### config.mk
export PLATFORM = sky130hd
export DESIGN_NAME = nrisc_data_mem_flat
export DESIGN_NICKNAME = d
export VERILOG_FILES = /design/src/rtl/nrisc_data_mem_if.sv /design/src/rtl/nrisc_data_mem.sv /design/src/flat_wrapper.sv
export SDC_FILE = /design/constraint.sdc
export NUM_CORES = 2
export LEC_CHECK = 0
export BUFFER_PORTS_ARGS = -buffer_cell sky130_fd_sc_hd__buf_4
export CORE_MARGIN = 2
export CORE_UTILIZATION = 42
export CTS_CLUSTER_SIZE = 40
export DETAILED_ROUTE_END_ITERATION = 8
export SLEW_MARGIN = 15
export SYNTH_ARGS = -nofsm -noshare
export SYNTH_HDL_FRONTEND = slang
export SYNTH_SLANG_ARGS = --single-unit
### constraint.sdc
create_clock -name clk -period 9.8 [get_ports clk]
set_input_delay 0.49 -clock clk [delete_from_list [all_inputs] [get_ports clk]]
set_output_delay 0.49 -clock clk [all_outputs]
set_load 0.02 [all_outputs]
### src/rtl/nrisc_data_mem_if.sv
// Request/response bus between the NRISC core (master) and its data memory (slave).
// Requests are level signals held until MEM_ready; MEM_ready/MEM_err are one-cycle strobes.
interface nrisc_data_mem_if #(
   parameter int TAM = 16
);
   logic [TAM-1:0] CORE_DATA_ADDR;
   logic [TAM-1:0] DATA_IN;
   logic           CORE_DATA_write;
   logic           CORE_DATA_load;
   logic [TAM-1:0] DATA_Out;
   logic           MEM_ready;
   logic           MEM_err;

   modport master (
      output CORE_DATA_ADDR,
      output DATA_IN,
      output CORE_DATA_write,
      output CORE_DATA_load,
      input  DATA_Out,
      input  MEM_ready,
      input  MEM_err
   );

   modport slave (
      input  CORE_DATA_ADDR,
      input  DATA_IN,
      input  CORE_DATA_write,
      input  CORE_DATA_load,
      output DATA_Out,
      output MEM_ready,
      output MEM_err
   );
endinterface

### src/rtl/nrisc_data_mem.sv
// Word-addressed data RAM for the NRISC core behind an IDLE/BUSY/RESP wait-state FSM.
// Each access completes with a one-cycle MEM_ready strobe; range and op errors add MEM_err.
module nrisc_data_mem #(
   parameter int TAM        = 16,
   parameter int DEPTH_LOG2 = 8,
   parameter int WAIT       = 1
) (
   input logic               clk,
   input logic               rst,
   nrisc_data_mem_if.slave   bus
);

   localparam int         DEPTH  = 1 << DEPTH_LOG2;
   localparam logic [2:0] WAIT_C = 3'(WAIT);

   typedef enum logic [1:0] {
      ST_IDLE = 2'd0,
      ST_BUSY = 2'd1,
      ST_RESP = 2'd2
   } state_t;

   typedef enum logic [1:0] {
      OP_READ    = 2'd0,
      OP_WRITE   = 2'd1,
      OP_ILLEGAL = 2'd2
   } op_t;

   // Any set bit above the RAM index makes the address invalid; no wrap-around.
   function automatic logic addr_in_range(input logic [TAM-1:0] a);
      return (a >> DEPTH_LOG2) == {TAM{1'b0}};
   endfunction

   state_t          state_q, state_d;
   op_t             op_q, op_d;
   logic [2:0]      cnt_q, cnt_d;
   logic [TAM-1:0]  addr_q, addr_d;
   logic [TAM-1:0]  wdata_q, wdata_d;
   logic [TAM-1:0]  data_out_q, data_out_d;
   logic            mem_ready_q, mem_ready_d;
   logic            mem_err_q, mem_err_d;
   logic            ram_we_s;
   logic            in_range_s;
   logic [DEPTH_LOG2-1:0] ram_idx_s;
   logic [TAM-1:0]  ram_q [DEPTH];

   assign in_range_s = addr_in_range(addr_q);
   assign ram_idx_s  = addr_q[DEPTH_LOG2-1:0];

   // Next-state, latch and completion logic for the wait-state FSM.
   always_comb begin
      state_d     = state_q;
      op_d        = op_q;
      cnt_d       = cnt_q;
      addr_d      = addr_q;
      wdata_d     = wdata_q;
      data_out_d  = data_out_q;
      mem_ready_d = 1'b0;
      mem_err_d   = 1'b0;
      ram_we_s    = 1'b0;
      case (state_q)
         ST_IDLE: begin
            if (bus.CORE_DATA_write && bus.CORE_DATA_load) begin
               op_d    = OP_ILLEGAL;
               addr_d  = bus.CORE_DATA_ADDR;
               wdata_d = bus.DATA_IN;
               cnt_d   = WAIT_C;
               state_d = ST_BUSY;
            end else if (bus.CORE_DATA_write || bus.CORE_DATA_load) begin
               op_d    = bus.CORE_DATA_write ? OP_WRITE : OP_READ;
               addr_d  = bus.CORE_DATA_ADDR;
               wdata_d = bus.DATA_IN;
               cnt_d   = WAIT_C;
               state_d = ST_BUSY;
            end else begin
               state_d = ST_IDLE;
            end
         end
         ST_BUSY: begin
            if (cnt_q != 3'd0) begin
               cnt_d = cnt_q - 3'd1;
            end else begin
               // Access happens on the same edge that enters RESP, so strobes are registered here.
               state_d     = ST_RESP;
               mem_ready_d = 1'b1;
               case (op_q)
                  OP_WRITE: begin
                     if (in_range_s) begin
                        ram_we_s = 1'b1;
                     end else begin
                        mem_err_d = 1'b1;
                     end
                  end
                  OP_READ: begin
                     if (in_range_s) begin
                        data_out_d = ram_q[ram_idx_s];
                     end else begin
                        data_out_d = {TAM{1'b0}};
                        mem_err_d  = 1'b1;
                     end
                  end
                  OP_ILLEGAL: begin
                     mem_err_d = 1'b1;
                  end
                  default: begin
                     mem_err_d = 1'b1;
                  end
               endcase
            end
         end
         ST_RESP: begin
            state_d = ST_IDLE;
         end
         default: begin
            state_d = ST_IDLE;
         end
      endcase
   end

   // FSM state, latched request and registered outputs.
   always_ff @(posedge clk or negedge rst) begin
      if (!rst) begin
         state_q     <= ST_IDLE;
         op_q        <= OP_READ;
         cnt_q       <= 3'd0;
         addr_q      <= {TAM{1'b0}};
         wdata_q     <= {TAM{1'b0}};
         data_out_q  <= {TAM{1'b0}};
         mem_ready_q <= 1'b0;
         mem_err_q   <= 1'b0;
      end else begin
         state_q     <= state_d;
         op_q        <= op_d;
         cnt_q       <= cnt_d;
         addr_q      <= addr_d;
         wdata_q     <= wdata_d;
         data_out_q  <= data_out_d;
         mem_ready_q <= mem_ready_d;
         mem_err_q   <= mem_err_d;
      end
   end

   // RAM array has no reset; reset forces IDLE so an in-flight write never lands.
   always_ff @(posedge clk) begin
      if (ram_we_s) begin
         ram_q[ram_idx_s] <= wdata_q;
      end
   end

   assign bus.DATA_Out  = data_out_q;
   assign bus.MEM_ready = mem_ready_q;
   assign bus.MEM_err   = mem_err_q;

endmodule

### src/flat_wrapper.sv
// flat-port wrapper written by rule: the top's interface ports become plain ports
module nrisc_data_mem_flat 
#(
   parameter int TAM        = 16,
   parameter int DEPTH_LOG2 = 8,
   parameter int WAIT       = 1
)
  (clk, rst, bus_CORE_DATA_ADDR, bus_DATA_IN, bus_CORE_DATA_write, bus_CORE_DATA_load, bus_DATA_Out, bus_MEM_ready, bus_MEM_err);
  nrisc_data_mem_if #(.TAM(TAM)) bus_i ();
  input logic clk;
  input logic rst;
  input wire logic [$bits(bus_i.CORE_DATA_ADDR)-1:0] bus_CORE_DATA_ADDR;
  input wire logic [$bits(bus_i.DATA_IN)-1:0] bus_DATA_IN;
  input wire logic [$bits(bus_i.CORE_DATA_write)-1:0] bus_CORE_DATA_write;
  input wire logic [$bits(bus_i.CORE_DATA_load)-1:0] bus_CORE_DATA_load;
  output wire logic [$bits(bus_i.DATA_Out)-1:0] bus_DATA_Out;
  output wire logic [$bits(bus_i.MEM_ready)-1:0] bus_MEM_ready;
  output wire logic [$bits(bus_i.MEM_err)-1:0] bus_MEM_err;
  assign bus_i.CORE_DATA_ADDR = bus_CORE_DATA_ADDR;
  assign bus_i.DATA_IN = bus_DATA_IN;
  assign bus_i.CORE_DATA_write = bus_CORE_DATA_write;
  assign bus_i.CORE_DATA_load = bus_CORE_DATA_load;
  assign bus_DATA_Out = bus_i.DATA_Out;
  assign bus_MEM_ready = bus_i.MEM_ready;
  assign bus_MEM_err = bus_i.MEM_err;
  nrisc_data_mem #(.TAM(TAM), .DEPTH_LOG2(DEPTH_LOG2), .WAIT(WAIT)) u_core (.clk(clk), .rst(rst), .bus(bus_i));
endmodule
==> flow_summary.json <==
{
  "routed_wl_um": 427000,
  "syn_avg_cell_area_um2": 20.4,
  "io_pins": 54,
  "use_met3_pct": 3.63,
  "utilization_pct": 47.8,
  "p_leak_nw": 58.3,
  "synth_compound_area_share_pct": 4.17,
  "cap_violations": 0,
  "rsz0062_at_grt": "no",
  "cts-root-buf": "clkbuf_16",
  "hold_viol": 0,
  "drt_iter0_markers": 9816,
  "synth_adder_area_share_pct": 0.0157,
  "vdd_drop_max_mv": 0.488,
  "n_fill_cell": 30600,
  "htree_levels": 5,
  "sw_frac_of_total_pct": 32.3,
  "coreArea_um2": 379000,
  "synthCells": 7805,
  "synth_seq_area_share_pct": 78.0,
  "vias": 80800,
  "fin_nets": 8287,
  "relSlewSlack_pct": 14.7,
  "min_period_ns": 5.79,
  "fin_area_um2": 181000,
  "dp_hpwl_um": 250000,
  "arrival_ns": 6.61,
  "fmaxAchievable_ghz": 0.173,
  "first_pass_iters": 5,
  "top_usage_layer": "met2",
  "crit_fanout": 81,
  "grt_max_degree": 221,
  "ys.flop_type": "edfxtp_1",
  "wl_per_cell_um": 31.4,
  "first_global_vias": 79500,
  "pwr-share-comb_pct": 27.4,
  "worst_pin_slew_ns": 1.28,
  "p_seq_share_pct": 43.6,
  "clk_latency_ns": 0.98,
  "die_area_um2": 385000,
  "place.gp.congestion": 0.827,
  "row_count": 226,
  "crit_required_ns": 10.62,
  "ys_ff_latch": 4153,
  "drc": 0,
  "path_clk_slew_ns": 0.06,
  "total_power_mw": 53.0,
  "synth.distinct_cells": 58,
  "synth-xor-area-share_pct": 0,
  "post_cts_resized": 0,
  "maxSlewViolCount": 0,
  "layout-drive-gt1-share_pct": 20.0,
  "outcome": "finished, final reports clean",
  "antenna_found_initial": 19,
  "numPortBuffers": 53,
  "ant_nets": 0,
  "p_int_mw": 35.9,
  "setup.worst_path.class": "register to register",
  "overflow": 0,
  "hold_class": "input port to register",
  "cts_tree": "built",
  "die_h_um": 620,
  "critPathSlowestCell": "dfrtp_4",
  "synthToLayoutAreaGrowth_pct": 13.4,
  "syn_area_um2": 160000,
  "synth_top_family_by_area": "multiplexers",
  "cts_buffer_depth": 4,
  "synth-edff-count": 4096,
  "numCtsBuffers": 406,
  "use_met2_pct": 35.5,
  "yosys_warnings": 0,
  "power.switching_mw": 17.1,
  "finalClockSkew_ns": 0.0477,
  "initial_core_util_pct": 42.1,
  "setup_viol": 0,
  "worstSetupStartpointType": "register",
  "placed_area_um2": 167000,
  "grtUsageMet1_pct": 30.4,
  "gr-usage-all-layers_pct": 21.8,
  "end_kind": "register",
  "synthMuxAreaShare_pct": 14.4,
  "hold_depth": 3,
  "synth-simple-area-share_pct": 1.90,
  "synth-async-reset-ratio_pct": 1.37,
  "reg2reg_depth": 10,
  "via_per_inst": 5.94,
  "die_x_um": 620,
  "max_stage_delay_ns": 1.03,
  "syn-num-nets": 7843,
  "grt_pass1_wl_um": 602000,
  "p_per_area_nw_per_um2": 293,
  "setup-tns-final_ns": 0,
  "p_clk_share_pct": 29.1,
  "fin_crit_sh_pct": 59.1,
  "path_cells": "buf_4, buf_12, buf_4, mux2i_1, a22oi_1, nand3_1, nand3_1, nor3_1, o21a_1, a21oi_1",
  "cts.sinks": 4153
}
==> Yosys cell counts (all sizes together) (3+ instances only) <==
| cell | instances | area [µm²] |
|---|---|---|
| edfxtp | 4096 | 123000 |
| mux2i | 989 | 9900 |
| mux4 | 562 | 12700 |
| buf | 319 | 1880 |
| nor2 | 301 | 1130 |
| a22oi | 272 | 2040 |
| o22ai | 238 | 1490 |
| clkbuf | 152 | 571 |
| nand3 | 118 | 591 |
| a221oi | 96 | 841 |
| o211ai | 96 | 721 |
| nand2 | 72 | 270 |
| dfrtp | 57 | 1430 |
| o21ai | 57 | 285 |
| nor4 | 49 | 313 |
| nor3 | 38 | 195 |
| a21oi | 35 | 175 |
| a31oi | 32 | 200 |
| o22a | 32 | 280 |
| mux2 | 31 | 349 |
| a211oi | 29 | 218 |
| nand4 | 20 | 131 |
| nand2b | 19 | 119 |
| a22o | 15 | 131 |
| o21a | 15 | 113 |
| a31o | 14 | 123 |
| nor2b | 9 | 56.3 |
| inv | 7 | 26.3 |
| and3 | 6 | 37.5 |
| and2 | 3 | 18.8 |
| nand4b | 3 | 26.3 |
| nand4bb | 3 | 33.8 |
| nor3b | 3 | 32.5 |
==> worst paths after layout <==
kind                                           to  slack (ns)                    from
max                        u_core.bus.DATA_Out[4]        4.01        u_core.addr_q[1]
min                             u_core.addr_q[15]        0.32  bus_CORE_DATA_ADDR[15]
max reg2reg                u_core.bus.DATA_Out[4]        4.01        u_core.addr_q[1]
min reg2reg                      u_core.addr_q[8]        0.51        u_core.addr_q[8]
max in group asynchronous        u_core.addr_q[1]        7.95                     rst
min in group asynchronous      u_core.wdata_q[12]        0.57                     rst
==> layout by cell type, fill, tap and decap left out, drive strengths merged, types with 3 or more instances in the layout <==
master | synthesis | layout
a211oi | 29 | 29
a21oi | 35 | 35
a221oi | 96 | 96
a22o | 15 | 15
a22oi | 272 | 272
a31o | 14 | 14
a31oi | 32 | 32
and2 | 3 | 3
and3 | 6 | 6
buf | 319 | 469
bufinv | 0 | 38
clkbuf | 152 | 510
clkinv | 1 | 173
clkinvlp | 0 | 15
dfrtp | 57 | 57
diode | 0 | 9
dlygate4sd3 | 0 | 38
edfxtp | 4096 | 4096
inv | 7 | 18
mux2 | 31 | 31
mux2i | 989 | 989
mux4 | 562 | 562
nand2 | 72 | 72
nand2b | 19 | 19
nand3 | 118 | 118
nand4 | 20 | 20
nand4b | 3 | 3
nand4bb | 3 | 3
nor2 | 301 | 301
nor2b | 9 | 9
nor3 | 38 | 38
nor3b | 3 | 3
nor4 | 49 | 49
o211ai | 96 | 96
o21a | 15 | 15
o21ai | 57 | 57
o22a | 32 | 32
o22ai | 238 | 238
==> power by group through the flow <==
stage / clock [mW] / sequential, mW / combinational (mW)
floorplan: 0 / 24.5 / 7.98
global placement: 0 / 23.5 / 14.2
detailed placement: 0 / 23.5 / 14.5
CTS: 15.6 / 23.1 / 14.5
global route: 16.3 / 23.1 / 15.2
finish: 15.4 / 23.1 / 14.5
==> critical path, delay by kind of cell, from the launching register on <==
family | cells | cell delay (ns)
buf+inv | 3 | 2.03
simple gates | 3 | 1.64
flops | 1 | 1.03
compound gates | 3 | 0.42
mux | 1 | 0.28
==> through the flow <==
step                      std cells  hold WS, ns  worst slack [ns]
after floorplan                7805        0.194              5.82
after global placement        12800        0.492              3.70
after detailed placement      12800        0.498              3.99
after CTS                     13600        0.262              3.99
after global routing          13600        0.308              3.94
final                         13600        0.325              4.01
==> repair_timing <==
item	CTS	global route
buffers inserted	0	0
hold buffers	38	0
hold endpoints to repair	63	0
==> registers in the layout, summed over array words and instances (netlist names) <==
register	count
u_core.ram_q	4096
u_core.addr_q	16
u_core.bus.DATA_Out	16
u_core.wdata_q	16
u_core.cnt_q	3
u_core.op_q	2
u_core.state_q	2
u_core.bus.MEM_err	1
u_core.bus.MEM_ready	1
==> per-layer routing <==
layer | share of wire, % | wire [µm]
met1 | 41 | 173000
met3 | 8.0 | 34100
met2 | 48 | 207000
met5 | 0.0087 | 37
met4 | 3.0 | 12800
==> cell type report <==
| cell class | count | area (µm²) | area share (%) |
|---|---|---|---|
| Antenna cell | 9 | 22.5 | 0.0124 |
| Clock buffer | 510 | 10800 | 5.96 |
| Clock inverter | 236 | 2310 | 1.28 |
| Inverter | 8 | 32.5 | 0.0180 |
| Multi-Input combinational cell | 3173 | 32900 | 18.2 |
| Sequential cell | 4153 | 124000 | 68.8 |
| Tap cell | 5016 | 6280 | 3.47 |
| Timing Repair Buffer | 507 | 4130 | 2.28 |
==> kinds of logic after synthesis <==
group                      Yosys count
DFF                               4153
muxes                             1582
AOI/OAI and AO/OA                  935
and+or+nand+nor                    654
buffers and inverters              479
adders and majority gates            2
Power figures use the tool's default switching activity.
